`src/rtl/frame_pattern_if.sv`:
```
// Video transmit bundle: frame/line/data valids, 8-bit pixel and end-of-frame pulse.
// The generator drives it through the master modport; sinks use the slave modport.
interface frame_pattern_if;
  logic       fval;
  logic       lval;
  logic       dval;
  logic [7:0] pix_data;
  logic       frame_done;

  modport master (output fval, output lval, output dval, output pix_data, output frame_done);
  modport slave  (input  fval, input  lval, input  dval, input  pix_data, input  frame_done);
endinterface

```
`src/rtl/frame_pattern_tx.sv`:
```
// Test-pattern frame generator for the fval/lval/dval video interface.
// Outputs are registered from the next-state values, so state_q always matches what is on the bus.
module frame_pattern_tx #(
  parameter int WIDTH    = 640,
  parameter int HEIGHT   = 480,
  parameter int FV_SETUP = 4,
  parameter int H_BLANK  = 16,
  parameter int V_BLANK  = 32,
  parameter int DVAL_GAP = 0
) (
  input  logic            clk,
  input  logic            rst_n,
  input  logic            en,
  input  logic [2:0]      sel,
  frame_pattern_if.master vid
);

  localparam int          DATA_W     = 8;
  localparam logic [11:0] X_LAST     = 12'(WIDTH - 1);
  localparam logic [11:0] Y_LAST     = 12'(HEIGHT - 1);
  localparam logic [15:0] SETUP_LAST = 16'(FV_SETUP - 1);
  localparam logic [15:0] HB_LAST    = 16'(H_BLANK - 1);
  localparam logic [15:0] VB_LAST    = 16'(V_BLANK - 1);
  localparam logic [15:0] RUN_LAST   = 16'(DVAL_GAP - 1);
  localparam bit          GAP_EN     = (DVAL_GAP > 0);

  typedef enum logic [2:0] {
    IDLE   = 3'd0,
    FSETUP = 3'd1,
    LINE   = 3'd2,
    HBLANK = 3'd3,
    VBLANK = 3'd4
  } state_t;

  state_t              state_q, state_d;
  logic [11:0]         x_q, x_d;
  logic [11:0]         y_q, y_d;
  logic [15:0]         run_q, run_d;
  logic [15:0]         blank_q, blank_d;
  logic                in_gap_q, in_gap_d;
  logic [2:0]          sel_q, sel_d;
  logic                fval_q, fval_d;
  logic                lval_q, lval_d;
  logic                dval_q, dval_d;
  logic                frame_done_q, frame_done_d;
  logic [DATA_W-1:0]   pix_q, pix_d;

  function automatic logic [DATA_W-1:0] pattern(input logic [2:0] s,
                                                input logic [11:0] x,
                                                input logic [11:0] y);
    logic [7:0] diag;
    diag = x[7:0] + y[7:0];
    case (s)
      3'b000:  return x[4] ? 8'hFF : 8'h00;
      3'b001:  return y[4] ? 8'hFF : 8'h00;
      3'b010:  return x[7:0];
      3'b011:  return (x[5] ^ y[5]) ? 8'hFF : 8'h00;
      3'b110:  return {x[6] ^ y[6], x[5] ^ y[5], 6'b0};
      3'b111:  return diag;
      default: return 8'h00;
    endcase
  endfunction

  // blank_q counts cycles spent in FSETUP/HBLANK/VBLANK; run_q counts pixels since the last gap.
  always_comb begin
    state_d  = state_q;
    x_d      = x_q;
    y_d      = y_q;
    run_d    = run_q;
    blank_d  = blank_q;
    in_gap_d = 1'b0;
    sel_d    = sel_q;
    case (state_q)
      IDLE: begin
        if (en) begin
          state_d = FSETUP;
          sel_d   = sel;
          blank_d = '0;
        end
      end
      FSETUP: begin
        if (blank_q == SETUP_LAST) begin
          state_d = LINE;
          blank_d = '0;
          x_d     = '0;
          run_d   = '0;
        end else begin
          blank_d = blank_q + 16'd1;
        end
      end
      LINE: begin
        if (in_gap_q) begin
          in_gap_d = 1'b0;
        end else if (x_q == X_LAST) begin
          state_d = HBLANK;
          x_d     = '0;
          blank_d = '0;
        end else begin
          x_d = x_q + 12'd1;
          if (GAP_EN && (run_q == RUN_LAST)) begin
            in_gap_d = 1'b1;
            run_d    = '0;
          end else begin
            run_d = run_q + 16'd1;
          end
        end
      end
      HBLANK: begin
        if (blank_q == HB_LAST) begin
          blank_d = '0;
          if (y_q == Y_LAST) begin
            state_d = VBLANK;
            y_d     = '0;
          end else begin
            state_d = LINE;
            y_d     = y_q + 12'd1;
            run_d   = '0;
          end
        end else begin
          blank_d = blank_q + 16'd1;
        end
      end
      VBLANK: begin
        if (blank_q == VB_LAST) begin
          blank_d = '0;
          if (en) begin
            state_d = FSETUP;
            sel_d   = sel;
          end else begin
            state_d = IDLE;
          end
        end else begin
          blank_d = blank_q + 16'd1;
        end
      end
      default: state_d = IDLE;
    endcase
  end

  // Bus values for the coming cycle follow directly from the next state.
  always_comb begin
    fval_d       = (state_d == FSETUP) || (state_d == LINE) || (state_d == HBLANK);
    lval_d       = (state_d == LINE);
    dval_d       = (state_d == LINE) && !in_gap_d;
    pix_d        = dval_d ? pattern(sel_d, x_d, y_d) : 8'h00;
    frame_done_d = (state_d == VBLANK) && (state_q != VBLANK);
  end

  always_ff @(posedge clk or negedge rst_n) begin
    if (!rst_n) begin
      state_q      <= IDLE;
      x_q          <= '0;
      y_q          <= '0;
      run_q        <= '0;
      blank_q      <= '0;
      in_gap_q     <= 1'b0;
      sel_q        <= '0;
      fval_q       <= 1'b0;
      lval_q       <= 1'b0;
      dval_q       <= 1'b0;
      frame_done_q <= 1'b0;
      pix_q        <= '0;
    end else begin
      state_q      <= state_d;
      x_q          <= x_d;
      y_q          <= y_d;
      run_q        <= run_d;
      blank_q      <= blank_d;
      in_gap_q     <= in_gap_d;
      sel_q        <= sel_d;
      fval_q       <= fval_d;
      lval_q       <= lval_d;
      dval_q       <= dval_d;
      frame_done_q <= frame_done_d;
      pix_q        <= pix_d;
    end
  end

  assign vid.fval       = fval_q;
  assign vid.lval       = lval_q;
  assign vid.dval       = dval_q;
  assign vid.pix_data   = pix_q;
  assign vid.frame_done = frame_done_q;

endmodule
```
`src/flat_wrapper.sv`:
```
// flat-port wrapper written by rule: the top's interface ports become plain ports
module frame_pattern_tx_flat 
#(
  parameter int WIDTH    = 640,
  parameter int HEIGHT   = 480,
  parameter int FV_SETUP = 4,
  parameter int H_BLANK  = 16,
  parameter int V_BLANK  = 32,
  parameter int DVAL_GAP = 0
)
  (clk, rst_n, en, sel, vid_fval, vid_lval, vid_dval, vid_pix_data, vid_frame_done);
  frame_pattern_if vid_i ();
  input  logic clk;
  input  logic rst_n;
  input  logic en;
  input  logic [2:0] sel;
  output wire logic [$bits(vid_i.fval)-1:0] vid_fval;
  output wire logic [$bits(vid_i.lval)-1:0] vid_lval;
  output wire logic [$bits(vid_i.dval)-1:0] vid_dval;
  output wire logic [$bits(vid_i.pix_data)-1:0] vid_pix_data;
  output wire logic [$bits(vid_i.frame_done)-1:0] vid_frame_done;
  assign vid_fval = vid_i.fval;
  assign vid_lval = vid_i.lval;
  assign vid_dval = vid_i.dval;
  assign vid_pix_data = vid_i.pix_data;
  assign vid_frame_done = vid_i.frame_done;
  frame_pattern_tx #(.WIDTH(WIDTH), .HEIGHT(HEIGHT), .FV_SETUP(FV_SETUP), .H_BLANK(H_BLANK), .V_BLANK(V_BLANK), .DVAL_GAP(DVAL_GAP)) u_core (.clk(clk), .rst_n(rst_n), .en(en), .sel(sel), .vid(vid_i));
endmodule
```
`config.mk`:
```
export PLATFORM = sky130hd
export DESIGN_NAME = frame_pattern_tx_flat
export DESIGN_NICKNAME = d
export VERILOG_FILES = /design/src/rtl/frame_pattern_if.sv /design/src/rtl/frame_pattern_tx.sv /design/src/flat_wrapper.sv
export SDC_FILE = /design/constraint.sdc
export NUM_CORES = 1
export LEC_CHECK = 0
export CAP_MARGIN = 30
export CORE_MARGIN = 10
export CORE_UTILIZATION = 60
export DETAILED_ROUTE_END_ITERATION = 7
export PLACE_DENSITY = 0.91
export REMOVE_ABC_BUFFERS = 1
export SYNTH_ARGS = -nofsm -noshare
export SYNTH_HDL_FRONTEND = slang
export SYNTH_SLANG_ARGS = --single-unit
```
`constraint.sdc`:
```
create_clock -name clk -period 5.01 [get_ports clk]
set_input_delay 1.503 -clock clk [delete_from_list [all_inputs] [get_ports clk]]
set_output_delay 1.503 -clock clk [all_outputs]
set_load 0.02 [all_outputs]
```
==> flow_summary.toml <==
[timing]
tns_ps = 0
rsz0062_at_grt = "no"
tightestPinTransition_ps = 705
hold_viol = 0
period_needed_ps = 4130
hold_slack_ps = 504
min_period_over_period_pct = 82.5
drv_slew = 0
slew_headroom_pct = 52.3
fmaxAchievable_mhz = 242
finClkSkew_ps = 8.13
setup_violations = 0

[synthesis]
synth_edf_count = 0
ys_seq_area_share_pct = 42.3
avgSynthCellArea_um2 = 9.55
synth_top_area_share_pct = 42.3
ys_top_cells_by_area = "dfrtp_1, o21ai_0, ha_1, nand2_1, xnor2_1"
yosys_warnings = 0
synthArstFlopShare_pct = 100
synth.distinct_cells = 62
synth-seq-cells = 57
syn_inst = 353
syn-cell-area_um2 = 3370
synthFlopType = "dfrtp_1"
synth.largest_area_cell = "dfrtp_1"

[setup_path]
crit_path_max_fanout = 11
crit_path_end_kind = "register"
cp.required_ps = 5280
crit_type = "register to register"
start_kind = "register"
worst-r2r-setup-slack_ps = 880
reg2reg_to = "u_core.vid.pix_data[7]$_DFF_PN0_"
r2r-start = "u_core.blank_q[1]$_DFFE_PN0P_"
arrival_ps = 4400
worstRegToRegCells = 13

[power_and_ir_drop]
fin_total_pwr_mw = 1.60
pwr-share-seq_pct = 36.5
p_int_mw = 1.03
clkPwrFrac_pct = 30.9
ir_worst_vdd_mv = 0.250
combPwrFrac_pct = 32.6
leakage_nw = 1.60
swShare_pct = 35.9
p_sw_mw = 0.573
p_per_area_nw_per_um2 = 417

[layout]
area_growth_pct = 13.7
num_antenna_cells = 0
nets = 393
drive_gt1_share_pct = 10.0
stdcell_count = 452
fin_util_pct = 70.1

[floorplanning]
die_y_um = 95.0
start_util_pct = 61.6
dieWidth_um = 95.0
num_rows = 27
die-area_um2 = 9020
core-area_um2 = 5470
io_pins = 18

[global_routing]
grtUsageTotal_pct = 18.4
grt_max_degree = 58
grt_pass1_vias = 2810
gr-total-overflow = 0
grt_pass1_wl_um = 13100
antenna_found_initial = 0

[clock_network]
clock_latency_ps = 350
cts_tree = "built"
clock_path_buffers = 2
cts_resized = 0
h-tree-depth = 3
clockRootBuffer = "clkbuf_8"
clk_pin_slew_worst_paths_ps = 70
numCtsBuffers = 9
postCtsSetupBuffers = 0
cts.sinks = 57
hold_buffers = 0

[detailed_routing]
drtIter0Drc = 235
num_vias = 2837
drc = 0
drt-total-wl_um = 7710
wl_met2_um = 3840
viasPerCell = 6.28
detail-route-antenna-nets = 0
maxUsedRoutingLayer = "met4"
met1Wirelength_um = 3140
wl_met3_um = 438
drt-wirelength-per-cell_um = 17.1
first_pass_iters = 6

[run_status]
status = "complete, no violations"

[placed_design]
place_hpwl_um = 5440
port_buffers = 17
place_inst = 436
place_congestion = 0.893

[min_path]
min_from = "u_core.y_q[11]$_DFFE_PN0P_"
holdPathStages = 1
hp-class = "register to register"
min_to = "u_core.y_q[11]$_DFFE_PN0P_"

[flow_run]
maxCapViolations = 0
[cell usage after synthesis (8+ instances only)]
master    count
nor2_1       27
a21oi_1      15
inv_1        15
nand3_1      16
ha_1         11
nand2_1      28
dfrtp_1      57
nor3_1        8
o21ai_0      29
nand2b_1      8
xnor2_1      12
xor2_1       11
nand4_1       9
[cell usage in the layout (no fill, tap or decap), types with 3 or more instances in the layout]
cell type / n
a211oi_1: 3
a21o_1: 3
a21oi_1: 15
a22oi_1: 7
a31oi_1: 6
and2_1: 3
and3_1: 3
and4_1: 5
buf_4: 4
clkbuf_8: 11
clkdlybuf4s50_1: 16
dfrtp_1: 57
ha_1: 11
inv_1: 15
mux2_2: 3
mux2i_1: 4
nand2_1: 28
nand2b_1: 8
nand3_1: 16
nand4_1: 9
nor2_1: 27
nor2b_1: 3
nor3_1: 8
nor4_1: 5
o21ai_0: 29
o31ai_1: 7
or3_1: 4
or4_4: 3
xnor2_1: 12
xor2_1: 11
[layer usage]
layer | vias up | track usage [%]
met4 | 0 | 10.8
met5 | - | 0
met3 | 28 | 4.20
met2 | 101 | 30.6
li1 | 1349 | -
met1 | 1359 | 21.3
[layout make-up]
cell class / count / area, um^2
Sequential cell: 57 / 1430
Tap cell: 72 / 90.1
Multi-Input combinational cell: 271 / 1840
Clock inverter: 5 / 77.6
Timing Repair Buffer: 21 / 195
Inverter: 15 / 56.3
Fill cell: 416 / 1640
Clock buffer: 11 / 151
[state kept, by name (all words and copies together), names as in the netlist]
signal,count
u_core.blank_q,16
u_core.x_q,12
u_core.y_q,12
u_core.vid.pix_data,8
u_core.sel_q,3
u_core.state_q,3
u_core.vid.frame_done,1
u_core.vid.fval,1
u_core.vid.lval,1
[how the worst max path moves through the flow]
stage / startpoint / to / slack, ps / depth (start not counted)
after global routing: u_core.blank_q[1]$_DFFE_PN0P_ / u_core.vid.pix_data[7]$_DFF_PN0_ / 530 / 14
final: u_core.blank_q[1]$_DFFE_PN0P_ / u_core.vid.pix_data[7]$_DFF_PN0_ / 880 / 13
after CTS: u_core.blank_q[1]$_DFFE_PN0P_ / u_core.vid.pix_data[7]$_DFF_PN0_ / 890 / 14
after global placement: en / u_core.vid.pix_data[1]$_DFF_PN0_ / 890 / 8
after floorplan: u_core.x_q[8]$_DFFE_PN0P_ / u_core.vid.pix_data[7]$_DFF_PN0_ / 740 / 13
after detailed placement: en / u_core.vid.pix_data[1]$_DFF_PN0_ / 810 / 8
[power by group through the flow]
stage	clock network [mW]	logic, mW	registers [mW]
3_5_place_dp	0	0.517	0.591
3_3_place_gp	0	0.490	0.587
5_1_grt	0.517	0.577	0.594
2_1_floorplan	0	0.326	0.603
6_report	0.494	0.520	0.584
4_1_cts	0.497	0.522	0.583
[metrics by stage]
stage,worst slack [ps],instance area [um^2]
3_3_place_gp,886,3600
4_1_cts,886,3830
5_1_grt,526,3830
3_5_place_dp,815,3600
6_report,879,3830
2_1_floorplan,738,3320
[critical path, cell delays in order, from the launching register on]
cell       delay [ps]
dfrtp_1           390
ha_1              260
or4b_4            500
nor4_4            400
o211ai_2          290
o21ai_0           240
o21ai_0           230
ha_1              410
a21oi_1           120
o21bai_1          170
a2111oi_0         110
or3_1             390
or3b_1            370
a31oi_1           160
[logic make-up after synthesis]
family	synth area share, %
compound gates	17.7
xor+xnor	5.98
simple gates	23.5
buf+inv	3.19
flops	42.3
mux	2.60
fa+ha+maj	4.68
No activity file was read; power rests on OpenSTA's default activity.
